[src/rtl/fofb_pkg.sv]
// Shared types and helpers for the FOFB calculation read sequencer.
package fofb_pkg;

    typedef enum logic [1:0] {
        ST_IDLE  = 2'd0,
        ST_RUN   = 2'd1,
        ST_DRAIN = 2'd2
    } fofb_state_t;

    localparam logic [8:0] FOFB_CALC_LEN = 9'd479;

    function automatic int clog2(input int value);
        int r;
        r = 0;
        while ((1 << r) < value) r = r + 1;
        return r;
    endfunction

endpackage

[src/rtl/fofb_sideband_pipe.sv]
// Delay line carrying the stream sideband alongside the RAM/MAC pipeline.
module fofb_sideband_pipe #(
    parameter int ADDR_W = 9,
    parameter int CH_W   = 1,
    parameter int DEPTH  = 2
) (
    input  logic              clk,
    input  logic              reset,
    input  logic              en_i,
    input  logic              valid_i,
    input  logic              last_i,
    input  logic [CH_W-1:0]   user_i,
    input  logic [ADDR_W-1:0] addr_i,
    output logic              valid_o,
    output logic              last_o,
    output logic [CH_W-1:0]   user_o,
    output logic [ADDR_W-1:0] addr_o
);
    localparam int W = 2 + CH_W + ADDR_W;

    logic [W-1:0] stage_q [DEPTH];

    always_ff @(posedge clk) begin
        if (reset) begin
            for (int i = 0; i < DEPTH; i++) stage_q[i] <= '0;
        end else if (en_i) begin
            stage_q[0] <= {valid_i, last_i, user_i, addr_i};
            for (int i = 1; i < DEPTH; i++) stage_q[i] <= stage_q[i-1];
        end
    end

    assign {valid_o, last_o, user_o, addr_o} = stage_q[DEPTH-1];

endmodule

[src/rtl/fofb_calc_seq.sv]
// Per-frame RAM address sweep over all channels with an AXI-Stream sideband
// aligned to the read pipeline, plus busy/done/overrun status.
//
// state    | meaning
// ST_IDLE  | waiting for a start edge
// ST_RUN   | issuing addresses 0..len for each channel
// ST_DRAIN | all addresses issued, emptying the pipeline
module fofb_calc_seq
    import fofb_pkg::*;
#(
    parameter int ADDR_W   = 9,
    parameter int PIPE_LAT = 2,
    parameter int NUM_CH   = 2,
    localparam int CH_W    = (clog2(NUM_CH) > 1) ? clog2(NUM_CH) : 1
) (
    input  logic              clk,
    input  logic              reset,
    input  logic              start,
    input  logic [ADDR_W-1:0] calc_len,
    output logic [ADDR_W-1:0] ram_addr,
    output logic              ram_en,
    output logic [CH_W-1:0]   ram_ch,
    output logic [ADDR_W-1:0] addr_dly,
    output logic              m_tvalid,
    output logic              m_tlast,
    output logic [CH_W-1:0]   m_tuser,
    input  logic              m_tready,
    output logic              busy,
    output logic              done,
    output logic              overrun,
    output logic              overrun_sticky
);
    localparam logic [CH_W-1:0] LAST_CH = CH_W'(NUM_CH - 1);

    fofb_state_t       state_q, state_d;
    logic              start_q;
    logic [ADDR_W-1:0] len_q, len_d;
    logic [ADDR_W-1:0] addr_q, addr_d;
    logic [CH_W-1:0]   ch_q, ch_d;
    logic              sticky_q, sticky_d;
    logic              start_edge, advance, issue_valid, issue_last, final_accept;

    assign start_edge   = start & ~start_q;
    assign advance      = ~m_tvalid | m_tready;
    assign issue_valid  = (state_q == ST_RUN);
    assign issue_last   = (addr_q == len_q);
    assign final_accept = m_tvalid & m_tready & m_tlast & (m_tuser == LAST_CH);

    assign busy           = (state_q != ST_IDLE);
    assign done           = (state_q == ST_DRAIN) & final_accept;
    assign overrun        = start_edge & busy;
    assign overrun_sticky = sticky_q;
    assign ram_en         = advance & busy;
    assign ram_addr       = addr_q;
    assign ram_ch         = ch_q;

    always_comb begin
        state_d  = state_q;
        len_d    = len_q;
        addr_d   = addr_q;
        ch_d     = ch_q;
        sticky_d = sticky_q | overrun;
        case (state_q)
            ST_IDLE: begin
                if (start_edge) begin
                    state_d = ST_RUN;
                    len_d   = calc_len;
                    addr_d  = '0;
                    ch_d    = '0;
                end
            end
            ST_RUN: begin
                if (advance) begin
                    if (issue_last) begin
                        addr_d = '0;
                        if (ch_q == LAST_CH) state_d = ST_DRAIN;
                        else                 ch_d    = ch_q + CH_W'(1);
                    end else begin
                        addr_d = addr_q + ADDR_W'(1);
                    end
                end
            end
            ST_DRAIN: begin
                if (final_accept) state_d = ST_IDLE;
            end
            default: state_d = ST_IDLE;
        endcase
    end

    // start_q follows start even in reset so a level held through reset is not an edge
    always_ff @(posedge clk) begin
        start_q <= start;
        if (reset) begin
            state_q  <= ST_IDLE;
            len_q    <= '0;
            addr_q   <= '0;
            ch_q     <= '0;
            sticky_q <= 1'b0;
        end else begin
            state_q  <= state_d;
            len_q    <= len_d;
            addr_q   <= addr_d;
            ch_q     <= ch_d;
            sticky_q <= sticky_d;
        end
    end

    fofb_sideband_pipe #(
        .ADDR_W (ADDR_W),
        .CH_W   (CH_W),
        .DEPTH  (PIPE_LAT)
    ) u_pipe (
        .clk     (clk),
        .reset   (reset),
        .en_i    (advance),
        .valid_i (issue_valid),
        .last_i  (issue_valid & issue_last),
        .user_i  (ch_q),
        .addr_i  (addr_q),
        .valid_o (m_tvalid),
        .last_o  (m_tlast),
        .user_o  (m_tuser),
        .addr_o  (addr_dly)
    );

endmodule
[config.mk]
export PLATFORM = sky130hd
export DESIGN_NAME = fofb_calc_seq
export DESIGN_NICKNAME = d
export VERILOG_FILES = /design/src/rtl/fofb_pkg.sv /design/src/rtl/fofb_sideband_pipe.sv /design/src/rtl/fofb_calc_seq.sv
export SDC_FILE = /design/constraint.sdc
export NUM_CORES = 1
export LEC_CHECK = 0
export ABC_AREA = 1
export BUFFER_PORTS_ARGS = -buffer_cell sky130_fd_sc_hd__buf_4
export CAP_MARGIN = 20
export CELL_PAD_IN_SITES_DETAIL_PLACEMENT = 2
export CELL_PAD_IN_SITES_GLOBAL_PLACEMENT = 2
export CORE_ASPECT_RATIO = 0.7
export CORE_UTILIZATION = 33
export CTS_CLUSTER_SIZE = 14
export DETAILED_ROUTE_END_ITERATION = 8
export PLACE_DENSITY_LB_ADDON = 0.1
export SETUP_SLACK_MARGIN = 0.3
export SKIP_CTS_REPAIR_TIMING = 1
export SLEW_MARGIN = 20
export SYNTH_ARGS = -nofsm -noshare
export SYNTH_HDL_FRONTEND = slang
export SYNTH_HIERARCHICAL = 1
export SYNTH_SLANG_ARGS = --single-unit
[constraint.sdc]
create_clock -name clk -period 1.78 [get_ports clk]
set_input_delay 0.178 -clock clk [delete_from_list [all_inputs] [get_ports clk]]
set_output_delay 0.178 -clock clk [all_outputs]
set_load 0.02 [all_outputs]
# Word level (Yosys, flattened, before mapping)
# Memory sizes are Yosys's and may differ from the RTL's.
# Cells that the tools add are included.
# word_totals
mem_bits_rw,24
n_memories,1
inputBits,13
output_inout_bits,27
elab_cells,60
ff_bits,23
# memory_table
name,depth,word_bits,rd,rd_clocked_by_memory_dff,wr,line_no,text
u_pipe.stage_q,2,12,2,0,2,fofb_sideband_pipe.sv:21,logic [W-1:0] stage_q [DEPTH];
# op_classes
n_bitwise,14
eq_ne,8
reduce_logical,7
add_sub_neg,2
muxes,22
# ops
operator,n
9-bit 2-to-1 mux,3
12-bit 2-to-1 mux,2
9-bit case mux with 2 select lines,1
2-bit 2-to-1 mux,5
9-bit by 1-bit adder with 9-bit output (second input constant),1
9-bit == test,1
1-bit 2-to-1 mux,9
1-bit bitwise AND,8
2-bit inequality test (second input constant),4
2-bit case mux with 3 select lines,1
5-bit AND reduction,1
1-bit OR,4
4-bit AND reduction,1
2-bit nonzero test,2
3-bit AND reduction,1
2-bit by 1-bit == test with 1-bit output (second input constant),1
2-bit == test (second input constant),1
2-bit zero test,1
2-bit by 1-bit inequality test with 1-bit output (second input constant),1
1-bit inverter,2
1-bit case mux with 2 select lines,1
2-bit AND reduction,1
1-bit adder (second input constant),1

# Logic depth before layout (Yosys ltp)
# depth
ltp_word,6
mapped_depth,10
mapped_depth_nobuf,10

# Cells and area by module
# The synthesis kept the hierarchy.
# modules_own_cells
module,cells_each,area_per_inst_um2,seq_area_each_um2,instances
fofb_calc_seq,154,1147.4,460.4,1
fofb_sideband_pipe,86,1062.3,720.7,1

# Least setup slack after synthesis
# OpenSTA, ideal clock, no wires.
# synth_timing
path_kind,flip-flop to flip-flop
startpoint,memory u_pipe/stage_q[0][23] in the netlist's numbering
endpoint,memory u_pipe/stage_q[0][0] in the netlist's numbering (enable)
synth_period_minus_slack_ns,1.513
n_path_buf,0
setup_ns,0.358
stages_incl_launch_ff,3
setup_slack_ns,0.267
t_arrival_ns,1.155
t_required_ns,1.422
cell_sequence,edfxtp_1 nand2_1 or2_2
# synth_lines
element,line_no
from (decl),fofb_sideband_pipe.sv:21

# Worst setup path in the final report
# layout_timing
startpoint,register state_q[0]
endpoint,output ram_en
# layout_via
elab_chain_cells,2
# layout_lines
element,line_no,text
from (decl),fofb_calc_seq.sv:35,"fofb_state_t state_q, state_d;"
from (signal assigned),fofb_calc_seq.sv:100,state_q <= state_d;
2-bit nonzero test,fofb_calc_seq.sv:49,assign busy = (state_q != ST_IDLE);
1-bit bitwise AND,fofb_calc_seq.sv:53,assign ram_en = advance & busy;
to (decl),fofb_calc_seq.sv:21,"output logic ram_en,"
# Every way passes these cells.

==> impl_metrics.toml <==
[yosys]
syn_inst = 240
yosysTopAreaCellShare_pct = 32.6
synthesis.area_um2 = 2210
ys_top_cells_by_area = "edfxtp_1 (33%), dfxtp_1 (21%), inv_1 (7.0%), nor2_2 (6.5%), nor2_1 (5.8%)"
synth_cell_types = 26
avgSynthCellArea_um2 = 9.21
yosys_warnings = 6
synth_top_area_cell = "edfxtp_1"
ys_ff_latch = 47
synth_nets = 254
yosysSeqAreaShare_pct = 53.5

[cells_and_area]
nets = 296
syn_to_final_growth_pct = 24.6
final_area_um2 = 2750
drive_above_1_share_pct = 36.4
fillers = 702
num_antenna_cells = 0

[critical_path]
crit_path_frequent_cell = "buf_4"
arrival_ns = 1.22
critical_path.cell_chain = "nor2_4 -> buf_4 -> a21oi_1 -> buf_4"
endpoint_kind = "output port"
critPathSlowestCell = "dfxtp_1"
critPathKind = "reg -> out"
r2r_start = "u_pipe/stage_q[0][23]$_SDFFCE_PN0P_"
crit_required_ns = 1.60
reg2reg_depth = 9
start_kind = "flop"
cp_max_fo = 5
crit_path_max_incr_delay_ns = 0.35
r2r-end = "ram_addr[6]$_SDFFE_PP0P_"
r2r_slack_ns = 0.38

[die]
initial_utilization_pct = 34.9
die_w_um = 99.8
die_h_um = 70.5
num_rows = 24
die_area_um2 = 7030
fp.coreArea_um2 = 6340
ios = 40

[drt]
firstDrtPassIters = 4
vias = 1648
drc = 0
final_antenna_net_count = 0
viasPerCell = 4.41
drt_iter0_drc = 47
wl_mm = 5.14
wl_per_cell_um = 13.7

[min_path]
holdPathEnd = "state_q[1]$_SDFFE_PP0P_"
hold_start = "reset"
hp-class = "in -> reg"
hold_depth = 2

[global_routing]
grt_pass1_wl_mm = 8.45
grt_max_degree = 25
track_usage_pct = 16.0
grt_antenna_before_repair = 0
overflow = 0
grt_pass1_vias = 1740

[cts]
insertion_delay_ns = 0.30
cts_root_buffer = "clkbuf_8"
clk_path_buf_depth = 2
clock_sinks = 47
cts.clk_slew.worst_paths_ns = 0.09
cts_tree = "done"
cts_buffers = 5
htree_num_levels = 2

[timing]
fmax_ghz = 0.715
finalCriticalPeriod_ns = 1.40
rsz0062_at_grt = "yes"
fin_crit_sh_pct = 78.6
slew_headroom_pct = 73.6
maxSlewViolCount = 0
clock_skew_ns = 0.0115
finalSetupViolCount = 0
worst_slew_pin_slew_ns = 0.396
setup-tns-final_ns = 0
hold_viol_final = 0

[pwr]
peakVddDrop_uv = 298
p_leak_nw = 1.12
power_density_nw_per_um2 = 839

[place]
io_buffer_count = 39
dpl-instance-area_um2 = 2560
globalplace.congestion = 0.735
dp_hpwl_mm = 3.81

[flow_run]
maxCapViolCount = 0

[run_status]
outcome = "complete, no violations"
-- flip-flops by register name, summed over array words and instances (netlist names) --
signal,count
state_q,2
start_q,1
overrun_sticky,1
ram_ch,1
ram_addr,9
len_q,9
u_pipe/stage_q,24
-- worst max-delay path, delay by kind of cell (launching register included) --
family / cells / cell delay, ns
buffers and inverters: 2 / 0.31
AND/OR/NAND/NOR: 1 / 0.22
AO/OA/AOI/OAI: 1 / 0.03
flip-flops: 1 / 0.35
-- worst max path at each step --
stage / start / slack [ns] / to / depth (start not counted)
2_1_floorplan: u_pipe/stage_q[0][23]$_SDFFCE_PN0P_ / 0.38 / ram_addr[6]$_SDFFE_PP0P_ / 8
3_3_place_gp: state_q[1]$_SDFFE_PP0P_ / 0.28 / ram_addr[1]$_SDFFE_PP0P_ / 7
3_5_place_dp: state_q[1]$_SDFFE_PP0P_ / 0.21 / ram_addr[6]$_SDFFE_PP0P_ / 9
4_1_cts: state_q[1]$_SDFFE_PP0P_ / 0.17 / ram_addr[6]$_SDFFE_PP0P_ / 9
5_1_grt: state_q[0]$_SDFFE_PP0P_ / 0.25 / ram_addr[6]$_SDFFE_PP0P_ / 9
6_report: state_q[0]$_SDFFE_PP0P_ / 0.38 / ram_en / 4
-- through the flow --
step	cells	power (mW)	utilization [%]	hold WS (ns)	setup slack [ns]
5_1_grt	374	2.40	43.5	0.102	0.255
6_report	374	2.31	43.5	0.102	0.382
3_5_place_dp	362	1.51	40.4	0.295	0.207
2_1_floorplan	240	1.42	-	0.206	0.378
3_3_place_gp	362	1.50	40.4	0.292	0.281
4_1_cts	370	2.31	42.1	-0.0291	0.171
-- synthesized netlist by cell type --
library cell  number
o21ai_0           11
a21oi_1            7
or2_2              1
nor2_1            34
nor2_2            23
nand2_4            2
inv_1             41
clkbuf_1           1
nor2_4             2
nand4_1            3
nor3_2             1
nand3_2            1
ha_1               1
dfxtp_1           23
buf_4              9
nand3_1            7
buf_6              2
edfxtp_1          24
inv_2              1
nand4_4            1
xnor2_1            9
xor2_1             3
buf_2              1
nand2_1           27
nand2_2            4
nand2_8            1
-- kinds of logic (layout without fill, tap and decap cells) --
| logic type | after synthesis | count (layout) | share of synthesized area, % |
|---|---|---|---|
| simple gates | 107 | 107 | 25.5 |
| xor+xnor | 12 | 12 | 4.76 |
| flops | 47 | 47 | 53.5 |
| compound gates | 18 | 18 | 4.08 |
| fa+ha+maj | 1 | 1 | 0.566 |
| buf+inv | 55 | 98 | 11.6 |
-- power breakdown --
part           switching (mW)  internal (mW)  total (mW)
logic                   0.186          0.117       0.303
clock network           0.385          0.419       0.804
registers              0.0306           1.17        1.20
total                   0.602           1.71        2.31
-- cell type report --
cell class                 count  area [um2]  share of cell area (%)
sequential                    47        1190                    43.3
multi-input combinational    138         816                    29.6
timing repair buffer          48         363                    13.2
inverter                      42         158                    5.72
tap                           91         114                    4.13
clock buffer                   5        68.8                    2.50
clock inverter                 3        43.8                    1.59
-- metal layers --
metal	GRT usage [%]	share of wire (%)
met4	5.39	1.0
met5	0	0
met3	3.80	3.0
met1	18.6	44
met2	28.7	52
-- placed cells by master (no fill, tap or decap) --
| cell | instances |
|---|---|
| buf_4 | 47 |
| inv_1 | 41 |
| nor2_1 | 31 |
| nand2_1 | 25 |
| nor2_2 | 24 |
| edfxtp_1 | 24 |
| dfxtp_1 | 17 |
| o21ai_0 | 11 |
| xnor2_1 | 9 |
| a21oi_1 | 7 |
| nand3_1 | 7 |
| clkbuf_8 | 5 |
| dfxtp_2 | 5 |
| nor2_4 | 4 |
| nand2_2 | 4 |
| nand4_1 | 3 |
| nand2_4 | 3 |
| xor2_1 | 3 |
| nand2_8 | 2 |
| inv_2 | 1 |
| nor3_2 | 1 |
| nand3_2 | 1 |
| nand4_4 | 1 |
| ha_1 | 1 |
| clkinv_4 | 1 |
| clkinv_2 | 1 |
| bufinv_16 | 1 |
| dlygate4sd3_1 | 1 |
| dfxtp_4 | 1 |
| or2_4 | 1 |
Note: power is estimated with default switching activity, not from simulation.
